===== config.mk =====
export PLATFORM = sky130hd
export DESIGN_NAME = mem_access_stage
export DESIGN_NICKNAME = d
export VERILOG_FILES = /design/src/rtl/mem_access_stage.sv
export SDC_FILE = /design/constraint.sdc
export NUM_CORES = 1
export LEC_CHECK = 0
export CORE_MARGIN = 2
export CORE_UTILIZATION = 25
export DETAILED_ROUTE_END_ITERATION = 16
export HOLD_SLACK_MARGIN = 0.05
export SLEW_MARGIN = 10
export SYNTH_ARGS = -nofsm -noshare
export SYNTH_HDL_FRONTEND = slang
export SYNTH_SLANG_ARGS = --single-unit

===== constraint.sdc =====
create_clock -name clk -period 3.3 [get_ports clk]
set_input_delay 0.33 -clock clk [delete_from_list [all_inputs] [get_ports clk]]
set_output_delay 0.33 -clock clk [all_outputs]
set_load 0.02 [all_outputs]

===== src/rtl/mem_access_stage.sv =====
// M-stage memory access unit: aligns loads/stores onto a req/ack data bus, stalls until completion,
// and holds the M/W register. Optional bus timeout enabled by defining MEM_TIMEOUT_EN.
module mem_access_stage #(
  parameter int unsigned TIMEOUT_CYCLES = 255
) (
  input  logic        clk,
  input  logic        rst_n,
  input  logic        m_valid,
  input  logic        m_load,
  input  logic        m_store,
  input  logic [2:0]  m_ldst_type,
  input  logic [31:0] m_addr,
  input  logic [31:0] m_wdata,
  output logic        stall,
  output logic        mem_req,
  output logic        mem_we,
  output logic [3:0]  mem_be,
  output logic [31:0] mem_addr,
  output logic [31:0] mem_wdata,
  input  logic        mem_ack,
  input  logic [31:0] mem_rdata,
  output logic        w_valid,
  output logic [31:0] w_addr,
  output logic [2:0]  w_ldst_type,
  output logic [31:0] w_rdata,
  output logic [1:0]  w_exc
);

  typedef enum logic {IDLE, BUSY} state_e;

  state_e state_q, state_d;

  logic        op, isStore, isByte, isHalf, misaligned;
  logic        issue, complete, timeout;
  logic [3:0]  beD;
  logic [31:0] wdataD;
  logic [1:0]  excD;

  logic        memReq_q, memWe_q;
  logic [3:0]  memBe_q;
  logic [31:0] memAddr_q, memWdata_q;

  logic        wValid_q;
  logic [31:0] wAddr_q, wRdata_q;
  logic [2:0]  wLdstType_q;
  logic [1:0]  wExc_q;

  // A combined load+store request behaves as a store; unknown type codes are treated as words.
  assign op      = m_valid & (m_load | m_store);
  assign isStore = m_store;
  assign isByte  = (m_ldst_type == 3'b001) || (m_ldst_type == 3'b010);
  assign isHalf  = (m_ldst_type == 3'b011) || (m_ldst_type == 3'b100);

  always_comb begin
    misaligned = 1'b0;
    if (isHalf) begin
      misaligned = m_addr[0];
    end else if (!isByte) begin
      misaligned = (m_addr[1:0] != 2'b00);
    end
  end

  always_comb begin
    beD    = 4'b1111;
    wdataD = m_wdata;
    if (isStore) begin
      if (isByte) begin
        beD    = 4'b0001 << m_addr[1:0];
        wdataD = {4{m_wdata[7:0]}};
      end else if (isHalf) begin
        beD    = m_addr[1] ? 4'b1100 : 4'b0011;
        wdataD = {2{m_wdata[15:0]}};
      end
    end
  end

`ifdef MEM_TIMEOUT_EN
  localparam int CNT_W = ($clog2(TIMEOUT_CYCLES + 1) > 8) ? $clog2(TIMEOUT_CYCLES + 1) : 8;

  logic [CNT_W-1:0] timeoutCnt_q, timeoutCnt_d;

  always_comb begin
    timeoutCnt_d = timeoutCnt_q;
    if (issue) begin
      timeoutCnt_d = '0;
    end else if ((state_q == BUSY) && !mem_ack) begin
      timeoutCnt_d = timeoutCnt_q + 1'b1;
    end
  end

  always_ff @(posedge clk or negedge rst_n) begin
    if (!rst_n) begin
      timeoutCnt_q <= '0;
    end else begin
      timeoutCnt_q <= timeoutCnt_d;
    end
  end

  assign timeout = (state_q == BUSY) && !mem_ack &&
                   (timeoutCnt_q == CNT_W'(TIMEOUT_CYCLES - 1));
`else
  logic unusedTimeoutCfg;

  assign unusedTimeoutCfg = (TIMEOUT_CYCLES == 0);
  assign timeout          = 1'b0;
`endif

  always_ff @(posedge clk or negedge rst_n) begin
    if (!rst_n) begin
      state_q <= IDLE;
    end else begin
      state_q <= state_d;
    end
  end

  always_comb begin
    state_d = state_q;
    case (state_q)
      IDLE:    if (op && !misaligned) state_d = BUSY;
      BUSY:    if (mem_ack || timeout) state_d = IDLE;
      default: state_d = IDLE;
    endcase
  end

  always_comb begin
    issue    = 1'b0;
    complete = 1'b0;
    stall    = 1'b0;
    case (state_q)
      IDLE: begin
        issue = op && !misaligned;
        stall = issue;
      end
      BUSY: begin
        complete = mem_ack;
        stall    = !mem_ack && !timeout;
      end
      default: ;
    endcase
  end

  // Bus fields are captured once at issue and held until the access ends.
  always_ff @(posedge clk or negedge rst_n) begin
    if (!rst_n) begin
      memReq_q    <= 1'b0;
      memWe_q     <= 1'b0;
      memBe_q     <= 4'b0000;
      memAddr_q   <= 32'h0;
      memWdata_q  <= 32'h0;
    end else if (issue) begin
      memReq_q    <= 1'b1;
      memWe_q     <= isStore;
      memBe_q     <= beD;
      memAddr_q   <= {m_addr[31:2], 2'b00};
      memWdata_q  <= wdataD;
    end else if (complete || timeout) begin
      memReq_q    <= 1'b0;
    end
  end

  always_comb begin
    excD = 2'b00;
    if (timeout) begin
      excD = 2'b11;
    end else if ((state_q == IDLE) && op && misaligned) begin
      excD = isStore ? 2'b10 : 2'b01;
    end
  end

  // M/W register: a stall inserts a bubble and keeps the remaining fields.
  always_ff @(posedge clk or negedge rst_n) begin
    if (!rst_n) begin
      wValid_q    <= 1'b0;
      wAddr_q     <= 32'h0;
      wLdstType_q <= 3'b000;
      wRdata_q    <= 32'h0;
      wExc_q      <= 2'b00;
    end else if (stall) begin
      wValid_q    <= 1'b0;
    end else begin
      wValid_q    <= m_valid;
      wAddr_q     <= m_addr;
      wLdstType_q <= m_ldst_type;
      wRdata_q    <= (complete && !memWe_q) ? mem_rdata : 32'h0;
      wExc_q      <= excD;
    end
  end

  assign mem_req     = memReq_q;
  assign mem_we      = memWe_q;
  assign mem_be      = memBe_q;
  assign mem_addr    = memAddr_q;
  assign mem_wdata   = memWdata_q;
  assign w_valid     = wValid_q;
  assign w_addr      = wAddr_q;
  assign w_ldst_type = wLdstType_q;
  assign w_rdata     = wRdata_q;
  assign w_exc       = wExc_q;

endmodule


After elaboration in Yosys (flattened, before gate mapping)

Index checks and enable logic that the tools add are counted.

Reduce and logical (&&, ||, !) cells: 11
Bitwise gates (word level): 3
Equality and inequality tests: 4
Multiplexer cells: 21
Shift-type cells: 1

Operators with widths:

| kind                  | number |
|---|---|
| $mux W32              | 4 |
| $mux W4               | 4 |
| $mux W1               | 9 |
| $eq A3 B2 Y1 const B  | 2 |
| $logic_and A1 B1 Y1   | 4 |
| $mux W2               | 2 |
| $pmux W1 S2           | 2 |
| $reduce_bool A2 Y1    | 2 |
| $shl A1 B2 Y4 const A | 1 |
| $eq A3 B1 Y1 const B  | 1 |
| $eq A3 B3 Y1 const B  | 1 |
| $logic_not A1 Y1      | 3 |
| $logic_or A1 B1 Y1    | 2 |
| $and A1 B1 Y1         | 1 |
| $not A1 Y1            | 1 |
| $or A1 B1 Y1          | 1 |

Output and inout bits: 141
Word-level logic and storage cells: 51
Bits of input ports: 105
Flip-flop bits (word level): 139

Logic depth before layout (Yosys ltp)

Gate-level depths: netlist (run 1).

Word-level depth: 8
Gate-level depth with buffers: 8
Gate-level depth less buffers: 5

Worst setup path before layout (run 1)

OpenSTA, ideal clock, no wires.

Kind: input -> register
Start: in m_ldst_type[0]
End: reg wAddr_q[10] (netlist: w_addr[10])
Data required time: 3.175 ns
Setup time: 0.125 ns
Stages on the path: 7
Data arrival time: 1.781 ns
Slack: 1.394 ns
Cells stage by stage: buf_2 > or3b_4 > a21oi_4 > o21bai_2 > nand2_2 > buf_4 > mux2_2

Word-level cells in the longest chain between the ends: 7

Ends and longest elaborated chain:

| what                                                | line | text |
|---|---|---|
| from (decl)                                         | 11   | `input logic [2:0] m_ldst_type,` |
| $eq A3 B1 Y1 / $eq A3 B2 Y1 (equally long branches) | 51   | `assign isByte = (m_ldst_type == 3'b001) \|\| (m_ldst_type == 3'b010);` |
| $logic_or A1 B1 Y1                                  | 51   |  |
| $mux W1                                             | 58   | `end else if (!isByte) begin` |
| $mux W1 *                                           | 56   | `if (isHalf) begin` |
| $logic_not A1 Y1 *                                  | 131  | `issue = op && !misaligned;` |
| $logic_and A1 B1 Y1 *                               | 131  |  |
| $pmux W1 S2 *                                       | 129  | `case (state_q)` |
| to (signal assigned)                                | 182  | `wAddr_q <= m_addr;` |
| to (decl)                                           | 44   | `logic [31:0] wAddr_q, wRdata_q;` |

Mark *: on every way between the ends. The rest lies on a longest branch, timed or not.
A chain may end at the register's enable or synchronous reset.

Final worst setup path (run 1)

Start: in m_ldst_type[1]
End: out stall

Word-level cells in the longest chain between the ends: 7

Ends and longest elaborated chain:

| what                                                | line | text |
|---|---|---|
| $eq A3 B1 Y1 / $eq A3 B2 Y1 (equally long branches) | 51   |  |
| $logic_or A1 B1 Y1                                  | 51   |  |
| $mux W1                                             | 58   |  |
| $mux W1 *                                           | 56   |  |
| $logic_not A1 Y1 *                                  | 131  |  |
| $logic_and A1 B1 Y1 *                               | 131  |  |
| $pmux W1 S2 *                                       | 129  |  |
| to (decl)                                           | 14   | `output logic stall,` |

Marks and branches as above.

==> run metrics, run 1 <==
result of the run=finished, final reports clean; portion of total power attributed to sequential cells=36.3%; layout cells sized above 1=18.2%; number of vias after detailed routing=4247; routability cong.=0.711; number of gates resized after CTS=0; Slowest-stage cell, CP=sky130_fd_sc_hd__clkdlybuf4s50_1; number of synthesized flops with an enable pin=0; launching element type of the critical path=input port; unrepaired setup endpoints after global routing=false; cells taking the most area after synthesis=sky130_fd_sc_hd__dfrtp_1, sky130_fd_sc_hd__mux2_2, sky130_fd_sc_hd__mux2_4; CTS buffer count=17; Area Growth Syn to Fin=57.7%; netlist area before placement=5770 um^2; antenna fix cells=0; number of clock sinks=139; endpoint required time on the critical path=2.97 ns; overall global routing resource usage=13.2%; flop and latch count out of synthesis=139; Worst Path Buf+Inv=2; hold violation count in the final report=0; ratio of final minimum period to clock period=86.7%; Int Pwr=4.26 mW; row cnt=55; Setup violations, final=0; Die Y=156 um; largest buffer count on any clock path=2; clock tree from TritonCTS=yes; pin count of the biggest net entering global routing=94; total cell area at the placement stage=8470 um^2; count of nets left with antenna violations after detail routing=0; top achievable clock speed=0.350 GHz; # Max-Cap Violations=0; total wire length=16000 um; YS warnings=0; Detailed Route Iter0 Violations=189; switching share of power=29.7%; grt ovf=0; list of cells traversed by the critical path=clkdlybuf4s50_1 -> a21bo_2 -> a21oi_1 -> o21bai_4 -> nand2_2 -> clkdlybuf4s50_1; final net count=766; clock tree root buffer cell=sky130_fd_sc_hd__clkbuf_16; detail-routed via count per cell=4.44; Worst Setup Slack post-DPL=0.423 ns; slack of the critical path=0.440 ns; post-layout minimum cycle time=2.86 ns; post-synth top area share=60.2%; detailed-routing iteration count for the pre-antenna-repair pass=4; CP Class=in2out; number of different library cells in the post-synthesis netlist=37; Synth area leader=sky130_fd_sc_hd__dfrtp_1; dominant cell type by count on the critical path=sky130_fd_sc_hd__clkdlybuf4s50_1; maximum cell stage delay along the critical path=0.70 ns; global-route wire length before repair=24900 um; Worst Hold Class=in2async; number of inserted filler cells in the final layout=2131; Max IR drop VDD=0.309 mV; Syn Inst Count=419; H-tree levels=4; sequential element share of the synthesized area=60.2%; most common flop cell mapped by yosys=sky130_fd_sc_hd__dfrtp_1; Slew Limit Headroom=58.2%; area enclosed by the die boundary=24300 um^2; kind of end point of the critical path=output port; Max FO, Critical Path=10; area of all placed cells without fillers=9100 um^2; number of input and output port buffers inserted=243; portion of total power attributed to combinational logic=30.2%; HPWL Detailed=11100 um; final-report max-slew violation count=0; number of global-route vias before repair=4343; remaining routing DRC violations=0; Die Wd=156 um; core area=22600 um^2; Clock Latency Late Sink=0.42 ns; final clock skew=0.00949 ns; wire per inst=16.8 um; Top delay family on crit path=buffers and inverters; Total Negative Setup Slacks=0 ns; Post-synth ARST share=100%; syn avg cell area=13.8 um^2; sum of internal, switching and leakage power=6.06 mW; net switching power of the design=1.80 mW; leakage component of the power=3.91 nW; effective utilization at floorplan=25.5%; clock slew seen by the registers of the worst setup and hold paths=0.06 ns; slew of the pin with the lowest slew margin=0.627 ns; data arrival time at the worst-slack endpoint=2.53 ns; count of pins on the block boundary=246; Clk pwr share=33.5%; initial antenna violation count=1; power density of the placed cells=666 nW/um^2
## synth_stat cells (3+ instances only)
library cell / count
sky130_fd_sc_hd__a21oi_1: 4
sky130_fd_sc_hd__a22o_1: 34
sky130_fd_sc_hd__buf_2: 5
sky130_fd_sc_hd__buf_4: 7
sky130_fd_sc_hd__buf_6: 7
sky130_fd_sc_hd__clkbuf_1: 10
sky130_fd_sc_hd__dfrtp_1: 139
sky130_fd_sc_hd__inv_1: 5
sky130_fd_sc_hd__mux2_2: 48
sky130_fd_sc_hd__mux2_4: 26
sky130_fd_sc_hd__mux2i_1: 16
sky130_fd_sc_hd__nand2_1: 32
sky130_fd_sc_hd__nand2b_1: 3
sky130_fd_sc_hd__nor2_1: 14
sky130_fd_sc_hd__nor2b_1: 4
sky130_fd_sc_hd__o21ai_0: 18
sky130_fd_sc_hd__o22a_1: 7
sky130_fd_sc_hd__o22ai_1: 9
sky130_fd_sc_hd__o31ai_1: 7
## cell type report
cell class,instances,area [um^2],share of cell area (%)
Sequential cell,139,3480,38.2
Timing Repair Buffer,251,2530,27.8
Multi-Input combinational cell,247,2100,23.0
Clock buffer,17,425,4.67
Tap cell,285,357,3.92
Clock inverter,13,195,2.14
Inverter,5,18.8,0.206
## layout by cell type, fill, tap and decap left out, drive strengths merged, types with 2 or more instances in the layout
cell type and n:
a21oi 5, a22o 34, a2bb2oi 2, a31oi 2
and2 2, buf 8, bufinv 4, clkbuf 17
clkdlybuf4s50 242, clkinv 4, clkinvlp 3, conb 2
dfrtp 139, inv 7, mux2 74, mux2i 16
nand2 34, nand2b 3, nor2 15, nor2b 4
o211ai 2, o21ai 18, o22a 7, o22ai 9
o31ai 7, xor2 2
## routing by layer
| metal | up-vias | share of wire, % | track usage [%] |
|---|---|---|---|
| met5 | - | 0.081 | 0 |
| met4 | 2 | 1.2 | 4.28 |
| met3 | 16 | 7.7 | 4.42 |
| met2 | 173 | 46 | 20.6 |
| met1 | 2068 | 45 | 17.4 |
| li1 | 1988 | - | - |
## power groups by stage
stage                     clock [mW]  sequential, mW  combinational, mW
after detailed placement           0            2.23               1.85
after global routing            2.18            2.24               1.94
after floorplan                    0            2.61              0.501
after global placement             0            2.22               1.85
final                           2.03            2.20               1.83
after CTS                       2.10            2.21               1.86
## sequential cells by signal (all words and copies together), names as in the netlist
register,count
mem_addr,30
w_addr,32
mem_wdata,32
w_exc,2
mem_be,4
w_rdata,32
w_valid,1
w_ldst_type,3
state_q,1
mem_we,1
mem_req,1
## per-stage QoR
step / std cells / util, % / hold WS, ns
2_1_floorplan: 420 / - / 0.0344
3_3_place_gp: 926 / 37.4 / 0.380
3_5_place_dp: 926 / 37.4 / 0.381
4_1_cts: 957 / 40.2 / 0.478
5_1_grt: 957 / 40.2 / 0.482
6_report: 957 / 40.2 / 0.477
## logic make-up after synthesis
logic type	Yosys count	synth area share [%]
flops	139	60.2
compound gates	92	12.1
mux	90	18.9
simple gates	61	4.70
buf+inv	34	3.68
xor+xnor	2	0.303
other cells	1	0.0649
## final timing paths
| kind | startpoint | end | slack, ns | cells past startpoint |
|---|---|---|---|---|
| min reg2reg | mem_wdata[22]$_DFFE_PN0P_ | mem_wdata[22]$_DFFE_PN0P_ | 0.48 | 2 |
| min in group clk | mem_wdata[22]$_DFFE_PN0P_ | mem_wdata[22]$_DFFE_PN0P_ | 0.48 | 2 |
| max | m_ldst_type[1] | stall | 0.44 | 6 |
| max reg2reg | state_q$_DFF_PN0_ | w_addr[16]$_DFFE_PN0N_ | 1.22 | 6 |
| min | rst_n | mem_addr[17]$_DFFE_PN0P_ | 0.48 | 2 |
| max in group asynchronous | rst_n | mem_addr[28]$_DFFE_PN0P_ | 2.04 | 3 |
## what timing repair did
item | 4_1_cts | 5_1_grt
hold endpoints to repair | 63 | 0
buffers inserted | 0 | 0
hold buffers | 1 | 0
Power figures use the tool's default switching activity.
==> run 2, diff against run 1 <==
--- a/config.mk
+++ b/config.mk
@@ -6,10 +6,11 @@
 export NUM_CORES = 1
 export LEC_CHECK = 0
 export CORE_MARGIN = 2
-export CORE_UTILIZATION = 25
+export CORE_UTILIZATION = 46
 export DETAILED_ROUTE_END_ITERATION = 16
 export HOLD_SLACK_MARGIN = 0.05
-export SLEW_MARGIN = 10
+export PLACE_DENSITY = 0.86
+export SLEW_MARGIN = 20
 export SYNTH_ARGS = -nofsm -noshare
 export SYNTH_HDL_FRONTEND = slang
 export SYNTH_SLANG_ARGS = --single-unit
==> run 2 against run 1 <==
Compared with the run above: sequential cell count stayed put; setup slack improved by 0.0068 ns; critical path depth unchanged; first-iteration DRC count is 50% higher; sequential power about the same; combinational power about the same; die area down 45%; fmax increased by 0.24%.
==> run metrics, run 2 (synthesis gave the netlist of run 1 again) <==
Total Negative Setup Slacks=0 ns (unchanged); area enclosed by the die boundary=13500 um^2 (was 24300 um^2); pin count of the biggest net entering global routing=117 (was 94); Worst Path Buf+Inv=2 (unchanged); Slowest-stage cell, CP=sky130_fd_sc_hd__clkdlybuf4s50_1 (unchanged); number of input and output port buffers inserted=243 (unchanged); count of pins on the block boundary=246 (unchanged); leading cell type in the layout, fill and taps excluded=sky130_fd_sc_hd__clkdlybuf4s50_1 (unchanged); antenna fix cells=0 (unchanged); overall global routing resource usage=23.7% (was 13.2%); CP Class=in2out (unchanged); Area Growth Syn to Fin=54.1% (was 57.7%); H-tree levels=4 (unchanged); core area=12100 um^2 (was 22600 um^2); slew of the pin with the lowest slew margin=0.898 ns (was 0.627 ns); routability cong.=0.834 (was 0.711); Max IR drop VDD=0.319 mV (was 0.309 mV); reg2reg setup slack=1.11 ns (was 1.22 ns); Worst Setup Slack post-DPL=0.425 ns (was 0.423 ns); launching element type of the critical path=input port (unchanged); Max FO, Critical Path=10 (unchanged); endpoint required time on the critical path=2.97 ns (about the same); row cnt=40 (was 55); top achievable clock speed=0.350 GHz (about the same); clock slew seen by the registers of the worst setup and hold paths=0.06 ns (about the same); Die Y=116 um (was 156 um); layout cells sized above 1=18.4% (was 18.2%); Die Wd=116 um (was 156 um); Detailed Route Iter0 Violations=284 (was 189); data arrival time at the worst-slack endpoint=2.52 ns (was 2.53 ns); post-layout minimum cycle time=2.85 ns (was 2.86 ns); global-route wire length before repair=24000 um (was 24900 um); Top delay family on crit path=buffers and inverters (unchanged); number of clock sinks=139 (unchanged); number of vias after detailed routing=4369 (was 4247); final net count=766 (unchanged); CTS buffer count=17 (unchanged); Slew Limit Headroom=40.1% (was 58.2%); number of gates resized after CTS=0 (unchanged); slack of the critical path=0.447 ns (was 0.440 ns); maximum cell stage delay along the critical path=0.65 ns (was 0.70 ns); final-report max-slew violation count=0 (unchanged); dominant cell type by count on the critical path=sky130_fd_sc_hd__clkdlybuf4s50_1 (unchanged); core utilization of the finished layout=73.5% (was 40.2%); total wire length=15900 um (was 16000 um); result of the run=finished, final reports clean (unchanged); Clock Latency Late Sink=0.41 ns (was 0.42 ns); ratio of final minimum period to clock period=86.5% (was 86.7%); number of global-route vias before repair=4638 (was 4343); Setup violations, final=0 (unchanged); Worst Hold Class=in2async (unchanged); initial antenna violation count=0 (was 1); remaining routing DRC violations=0 (unchanged); HPWL Detailed=11100 um (about the same); clock tree root buffer cell=sky130_fd_sc_hd__clkbuf_16 (unchanged); list of cells traversed by the critical path=clkdlybuf4s50_1 -> a21bo_2 -> a21oi_1 -> o21bai_4 -> nand2_2 -> clkdlybuf4s50_1 (unchanged); unrepaired setup endpoints after global routing=false (unchanged); leakage component of the power=3.89 nW (was 3.91 nW); clock tree from TritonCTS=yes (unchanged); wire per inst=18.8 um (was 16.8 um); count of nets left with antenna violations after detail routing=0 (unchanged); post-CTS setup buffers=0 (unchanged); largest buffer count on any clock path=2 (unchanged); # Max-Cap Violations=0 (unchanged); power density of the placed cells=668 nW/um^2 (was 666 nW/um^2); grt ovf=0 (unchanged); final hold slack=0.0244 ns (was 0.477 ns); detail-routed via count per cell=5.19 (was 4.44); kind of end point of the critical path=output port (unchanged); final clock skew=0.00677 ns (was 0.00949 ns); hold buffer count at CTS=0 (was 1); hold violation count in the final report=0 (unchanged); commonest cells after routing, fill and taps aside=sky130_fd_sc_hd__clkdlybuf4s50_1, sky130_fd_sc_hd__dfrtp_1, sky130_fd_sc_hd__mux2_2, sky130_fd_sc_hd__a22o_1, sky130_fd_sc_hd__nand2_1 (unchanged); effective utilization at floorplan=47.7% (was 25.5%); detailed-routing iteration count for the pre-antenna-repair pass=5 (was 4)
-- run 2: cell types whose count changed in the layout (fill, tap and decap cells not counted) --
cell,delta
sky130_fd_sc_hd__clkbuf_1,+1
sky130_fd_sc_hd__buf_6,-1
sky130_fd_sc_hd__inv_8,+1
sky130_fd_sc_hd__clkinv_4,-3
sky130_fd_sc_hd__dlygate4sd3_1,-1
sky130_fd_sc_hd__clkinv_2,+2
sky130_fd_sc_hd__clkbuf_8,+1
sky130_fd_sc_hd__bufinv_16,-2
sky130_fd_sc_hd__buf_12,-2
sky130_fd_sc_hd__inv_6,+3
sky130_fd_sc_hd__buf_4,+3
-- run 2: final cells by class --
cell class | count | area (um^2)
fill | 835 | 3210
clock buffer | 18 | 429
sequential | 139 | 3480
clock inverter | 14 | 156
inverter | 5 | 18.8
multi-input combinational | 247 | 2100
timing repair buffer | 251 | 2510
tap | 168 | 210
-- run 2: power by group --
| group | total, mW | leakage, nW | internal [mW] | switching, mW |
|---|---|---|---|---|
| clock network | 1.89 | 0.280 | 1.13 | 0.763 |
| registers | 2.21 | 1.71 | 2.03 | 0.187 |
| logic | 1.84 | 1.90 | 0.965 | 0.876 |
| total | 5.95 | 3.89 | 4.12 | 1.83 |
-- run 2: per-stage QoR --
step / instances / instance area (um^2) / power (mW)
finish: 842 / 8900 / 5.95
global route: 842 / 8900 / 6.20
CTS: 842 / 8900 / 6.00
detailed placement: 810 / 8310 / 4.08
global placement: 810 / 8310 / 4.02
floorplan: 420 / 5780 / 3.12
-- run 2: final timing paths --
kind / from / end / depth (start not counted)
setup / recovery: m_ldst_type[1] / stall / 6
hold / removal: rst_n / mem_addr[17]$_DFFE_PN0P_ / 1
setup reg to reg: state_q$_DFF_PN0_ / w_addr[10]$_DFFE_PN0N_ / 6
hold reg to reg: mem_wdata[29]$_DFFE_PN0P_ / mem_wdata[29]$_DFFE_PN0P_ / 2
max in group asynchronous: rst_n / w_addr[27]$_DFFE_PN0N_ / 2
min in group clk: mem_wdata[29]$_DFFE_PN0P_ / mem_wdata[29]$_DFFE_PN0P_ / 2
-- run 2: per-layer routing --
| layer | share of wire, % | wire length [um] | GRT usage (%) |
|---|---|---|---|
| met5 | 0 | 0 | 0 |
| met2 | 51 | 8120 | 41.2 |
| met3 | 7.8 | 1240 | 7.64 |
| met1 | 39 | 6220 | 27.5 |
| met4 | 1.7 | 276 | 8.57 |
==> run 3, diff against run 2 <==
--- a/config.mk
+++ b/config.mk
@@ -10,7 +10,6 @@
 export DETAILED_ROUTE_END_ITERATION = 16
 export HOLD_SLACK_MARGIN = 0.05
 export PLACE_DENSITY = 0.86
-export SLEW_MARGIN = 20
 export SYNTH_ARGS = -nofsm -noshare
 export SYNTH_HDL_FRONTEND = slang
 export SYNTH_SLANG_ARGS = --single-unit
==> run 3 against run 2 <==
Compared with the run above: non-clock buffer count is the same; critical path depth unchanged; critical path type unchanged; hold slack better by 0.048 ns; die area unchanged; sequential share of layout area about the same; design area is essentially flat; setup slack lost 0.010 ns.
==> run metrics, run 3 (synthesis gave the netlist of run 1 again) <==
leading cell type in the layout, fill and taps excluded=sky130_fd_sc_hd__clkdlybuf4s50_1 (unchanged); largest buffer count on any clock path=2 (unchanged); pin count of the biggest net entering global routing=117 (unchanged); count of pins on the block boundary=246 (unchanged); net switching power of the design=1.83 mW (about the same); number of global-route vias before repair=4638 (unchanged); power density of the placed cells=668 nW/um^2 (about the same); antenna fix cells=0 (unchanged); slew of the pin with the lowest slew margin=1.02 ns (was 0.898 ns); Die Wd=116 um (unchanged); leakage component of the power=3.89 nW (about the same); worst flop-to-flop path startpoint=state_q$_DFF_PN0_ (unchanged); list of cells traversed by the critical path=clkdlybuf4s50_1 -> a21bo_2 -> a21oi_1 -> o21bai_4 -> nand2_2 -> clkdlybuf4s50_1 (unchanged); number of clock sinks=139 (unchanged); Worst Path Buf+Inv=2 (unchanged); area of all placed cells without fillers=8900 um^2 (about the same); ratio of final minimum period to clock period=86.8% (was 86.5%); commonest cells after routing, fill and taps aside=sky130_fd_sc_hd__clkdlybuf4s50_1, sky130_fd_sc_hd__dfrtp_1, sky130_fd_sc_hd__mux2_2, sky130_fd_sc_hd__a22o_1, sky130_fd_sc_hd__nand2_1 (unchanged); Detailed Route Iter0 Violations=313 (was 284); start point of the critical path=m_ldst_type[1] (unchanged); Top delay family on crit path=buffers and inverters (unchanged); Max FO, Critical Path=10 (unchanged); detail-routed via count per cell=5.17 (was 5.19); post-CTS setup buffers=0 (unchanged); clock tree from TritonCTS=yes (unchanged); total cell area at the placement stage=8310 um^2 (unchanged); count of nets left with antenna violations after detail routing=0 (unchanged); number of vias after detailed routing=4352 (was 4369); kind of end point of the critical path=output port (unchanged); clock tree root buffer cell=sky130_fd_sc_hd__clkbuf_16 (unchanged); detailed-routing iteration count for the pre-antenna-repair pass=4 (was 5); Worst Hold Class=in2async (unchanged); portion of total power attributed to combinational logic=31.0% (about the same); Clock Latency Late Sink=0.41 ns (about the same); hold buffer count at CTS=0 (unchanged); row cnt=40 (unchanged); switching share of power=30.7% (about the same); final clock skew=0.00787 ns (was 0.00677 ns); Slowest-stage cell, CP=sky130_fd_sc_hd__clkdlybuf4s50_1 (unchanged); Clk pwr share=31.8% (about the same); post-layout minimum cycle time=2.86 ns (was 2.85 ns); remaining routing DRC violations=0 (unchanged); number of gates resized after CTS=0 (unchanged); reg2reg setup slack=1.11 ns (about the same); result of the run=finished, final reports clean (unchanged); initial antenna violation count=0 (unchanged); grt ovf=0 (unchanged); CTS buffer count=17 (unchanged); HPWL Detailed=11100 um (unchanged); CP Class=in2out (unchanged); final-report max-slew violation count=0 (unchanged); area enclosed by the die boundary=13500 um^2 (unchanged); wire per inst=18.8 um (about the same); number of inserted filler cells in the final layout=837 (was 835); data arrival time at the worst-slack endpoint=2.53 ns (was 2.52 ns); Total Negative Setup Slacks=0 ns (unchanged); maximum cell stage delay along the critical path=0.66 ns (was 0.65 ns); unrepaired setup endpoints after global routing=false (unchanged); Setup violations, final=0 (unchanged); hold violation count in the final report=0 (unchanged); filler-free cell count of the finished design=842 (unchanged); H-tree levels=4 (unchanged); Area Growth Syn to Fin=54.1% (about the same); # Max-Cap Violations=0 (unchanged); number of cells traversed by the worst register-to-register path=6 (unchanged); portion of total power attributed to sequential cells=37.2% (about the same); final net count=766 (unchanged); overall global routing resource usage=23.7% (unchanged); effective utilization at floorplan=47.7% (unchanged); top achievable clock speed=0.349 GHz (was 0.350 GHz); layout cells sized above 1=18.4% (unchanged); launching element type of the critical path=input port (unchanged); routability cong.=0.834 (unchanged); total wire length=15900 um (about the same); core area=12100 um^2 (unchanged); global-route wire length before repair=24000 um (unchanged); Int Pwr=4.12 mW (about the same); count of placed standard cells including taps=810 (unchanged); clock slew seen by the registers of the worst setup and hold paths=0.06 ns (about the same); Slew Limit Headroom=31.7% (was 40.1%); Max IR drop VDD=0.319 mV (about the same); number of input and output port buffers inserted=243 (unchanged); reg2reg end=w_addr[12]$_DFFE_PN0N_ (was w_addr[10]$_DFFE_PN0N_); endpoint required time on the critical path=2.97 ns (about the same); Die Y=116 um (unchanged); dominant cell type by count on the critical path=sky130_fd_sc_hd__clkdlybuf4s50_1 (unchanged)
run 3: worst max-delay path by stage:
stage	end	slack, ns	cells past startpoint
after floorplan	w_addr[10]$_DFFE_PN0N_	1.39	7
after global placement	w_addr[20]$_DFFE_PN0N_	0.54	7
after detailed placement	w_addr[10]$_DFFE_PN0N_	0.42	7
after CTS	stall	0.44	6
after global routing	stall	0.31	6
final	stall	0.44	6
run 3: metrics by stage:
| step | worst slack [ns] | hold slack (ns) | power (mW) | utilization (%) |
|---|---|---|---|---|
| 2_1_floorplan | 1.39 | 0.0344 | 3.12 | - |
| 3_3_place_gp | 0.540 | 0.461 | 4.02 | 68.6 |
| 3_5_place_dp | 0.425 | 0.472 | 4.08 | 68.6 |
| 4_1_cts | 0.438 | 0.116 | 6.00 | 73.5 |
| 5_1_grt | 0.314 | 0.165 | 6.20 | 73.5 |
| 6_report | 0.436 | 0.0728 | 5.95 | 73.5 |
run 3: worst register-to-register path: stages (launching register included):
cell and delay [ns]:
sky130_fd_sc_hd__dfrtp_1 0.40, sky130_fd_sc_hd__nor2b_1 0.21, sky130_fd_sc_hd__o21ai_0 0.20, sky130_fd_sc_hd__o21bai_4 0.24
sky130_fd_sc_hd__nand2_2 0.12, sky130_fd_sc_hd__buf_4 0.48, sky130_fd_sc_hd__mux2_2 0.44
run 3: power by group through the flow:
stage                     clock (mW)  combinational, mW  sequential (mW)
final                           1.89               1.84             2.21
after global routing            2.01               1.95             2.25
after CTS                       1.92               1.86             2.21
after detailed placement           0               1.84             2.24
after global placement             0               1.80             2.22
after floorplan                    0              0.501             2.61
run 3: metal layers:
metal / global-route usage (%) / wire [um] / vias to the layer above
li1: - / - / 1998
met1: 27.5 / 6190 / 2126
met2: 41.2 / 8090 / 204
met3: 7.64 / 1320 / 24
met4: 8.57 / 259 / 0
met5: 0 / 0 / -
run 3: cell type report:
type / count / area, um^2 / area share, %
Sequential cell: 139 / 3480 / 39.1
Clock inverter: 14 / 156 / 1.76
Multi-Input combinational cell: 247 / 2100 / 23.6
Clock buffer: 18 / 429 / 4.82
Inverter: 5 / 18.8 / 0.211
Tap cell: 168 / 210 / 2.36
Timing Repair Buffer: 251 / 2510 / 28.2
==> edit: new RTL, config.mk and constraints of run 3 <==
The option `MEM_TIMEOUT_EN` is turned on by a define.
--- a/src/rtl/mem_access_stage.sv
+++ b/src/rtl/mem_access_stage.sv
@@ -2,2 +2,4 @@
 // and holds the M/W register. Optional bus timeout enabled by defining MEM_TIMEOUT_EN.
+`define MEM_TIMEOUT_EN
+
 module mem_access_stage #(
Behaviour: no difference found for any inputs over 4 cycles, from zero or initial values and one cycle with rst_n low; that may be too few to reach the edited logic, so the function may still have changed.
==> edit against run 3 <==
Hold slack better by 410 ps; cell area is 4.1% higher; critical path depth fell by 1; sequential cell count rose by 8; area after synthesis up 4.0%; worst setup slack improved by 66 ps; die area increased by 3.9%; clock skew shrank 0.97 ps; wire length up 6.5%; clock power increased by 11%; cell count is 3.8% higher; total power rose by 6.6%.
==> edit: results (changes against run 3) <==
| Metric | Value |
|---|---|
| Outcome | `complete, no violations` |
| DR vias/cell | `5.44 (+5.2%)` |
| Final #Nets | `797 (+4.0%)` |
| RR Startpoint | `timeoutCnt_q[0]$_DFFE_PN0P_` |
| Worst Reg-to-Reg Cells | `7 (+1)` |
| Critical path arrival | `2470 ps (-60 ps)` |
| P_leak | `3.98 nW (+2.4%)` |
| Post-place setup slack | `412 ps (-13.3 ps)` |
| GRT Overall Usage | `24.8% (+1.1 points)` |
| Met1 global-route usage | `29.4% (+1.9 points)` |
| Largest net degree at the start of global routing | `100 (-15%)` |
| Placed Area | `8600 um^2 (+3.4%)` |
| Slew headroom | `25.9% (-5.8 points)` |
| Hold depth | `1` |
| Wire per inst | `19.3 um (+2.6%)` |
| Cell variety after synth | `45 (+22%)` |
| R2R Setup Slk | `1010 ps (-100 ps)` |
| First-pass GRT wire length | `26900 um (+12%)` |
| Reg2Reg Capture Point | `w_addr[31]$_DFFE_PN0N_` |
| Met2 Use GR | `41.9% (+0.74 points)` |
| Clock skew | `6.89 ps (-0.971 ps)` |
| HPWL after DPL | `12000 um (+8.1%)` |
| Fraction of layout cells with a size suffix above 1 | `9.26% (-9.1 points)` |
| Largest cells by area after synthesis | `dfrtp_1, mux2_1, a22o_1` |
| Fin area | `9260 um^2 (+4.1%)` |
| GP Congestion | `0.901 (+8.0%)` |
-- edit: changes by cell type after synthesis, moves of 5 or more --
cell,delta
nand2_1,-28
mux2_4,-26
mux2_2,-32
o21ai_0,+33
clkbuf_1,+6
nor2_1,+5
buf_6,-5
o22a_1,-7
mux2_1,+57
dfrtp_1,+8
-- edit: repair_timing --
action / 4_1_cts / 5_1_grt
endpoints found under the setup margin: 0 / 0
resized for setup: 0 / 0
hold endpoints to repair: 40 / 0
hold buffers: 1 / 0
-- edit: metrics by stage --
stage | std cells | utilization, %
final | 874 | 73.1
after global routing | 874 | 73.1
after CTS | 874 | 73.1
after detailed placement | 842 | 67.8
after global placement | 842 | 67.8
after floorplan | 450 | -
-- edit: worst max path at each step --
stage | startpoint | to | slack, ps
6_report | m_ldst_type[1] | stall | 500
5_1_grt | timeoutCnt_q[0]$_DFFE_PN0P_ | stall | 430
4_1_cts | timeoutCnt_q[0]$_DFFE_PN0P_ | stall | 490
3_5_place_dp | m_ldst_type[1] | mem_addr[24]$_DFFE_PN0P_ | 410
3_3_place_gp | m_ldst_type[1] | mem_addr[25]$_DFFE_PN0P_ | 510
2_1_floorplan | m_ldst_type[1] | mem_addr[17]$_DFFE_PN0P_ | 1350
-- edit: logic make-up after synthesis --
family,Yosys count,synth area share [%]
AO/OA/AOI/OAI,118,13.5
flip-flops,147,61.2
XOR/XNOR,8,1.17
adder cells (fa/ha/maj),2,0.417
other,1,0.0624
AND/OR/NAND/NOR,44,4.06
buffers and inverters,40,3.25
multiplexers,89,16.4
-- edit: metal layers --
metal / wire length, um / up-vias
met1: 6460 / 2366
li1: - / 2112
met2: 8660 / 242
met3: 1380 / 34
met4: 407 / 0
met5: 0 / -
-- edit: report_power, final --
group / leakage (nW) / switching (mW) / internal, mW
Sequential: 1.82 / 0.209 / 2.16
Clock: 0.321 / 0.711 / 1.38
Combinational: 1.84 / 0.949 / 0.933
Total: 3.98 / 1.87 / 4.47
-- edit: cell type report --
cell class	instances	area [um^2]	area share, %
well taps	172	215	2.32
multi-input cells	263	2150	23.2
clock inverters	8	146	1.58
inverters	8	30.0	0.324
flip-flops and latches	147	3680	39.7
clock buffers	23	508	5.49
repair buffers	253	2540	27.4
-- edit: critical path, stage by stage --
cell,delay [ps]
clkdlybuf4s50_1,610
o21ba_2,340
a211oi_4,440
o21ai_4,150
clkdlybuf4s50_1,590
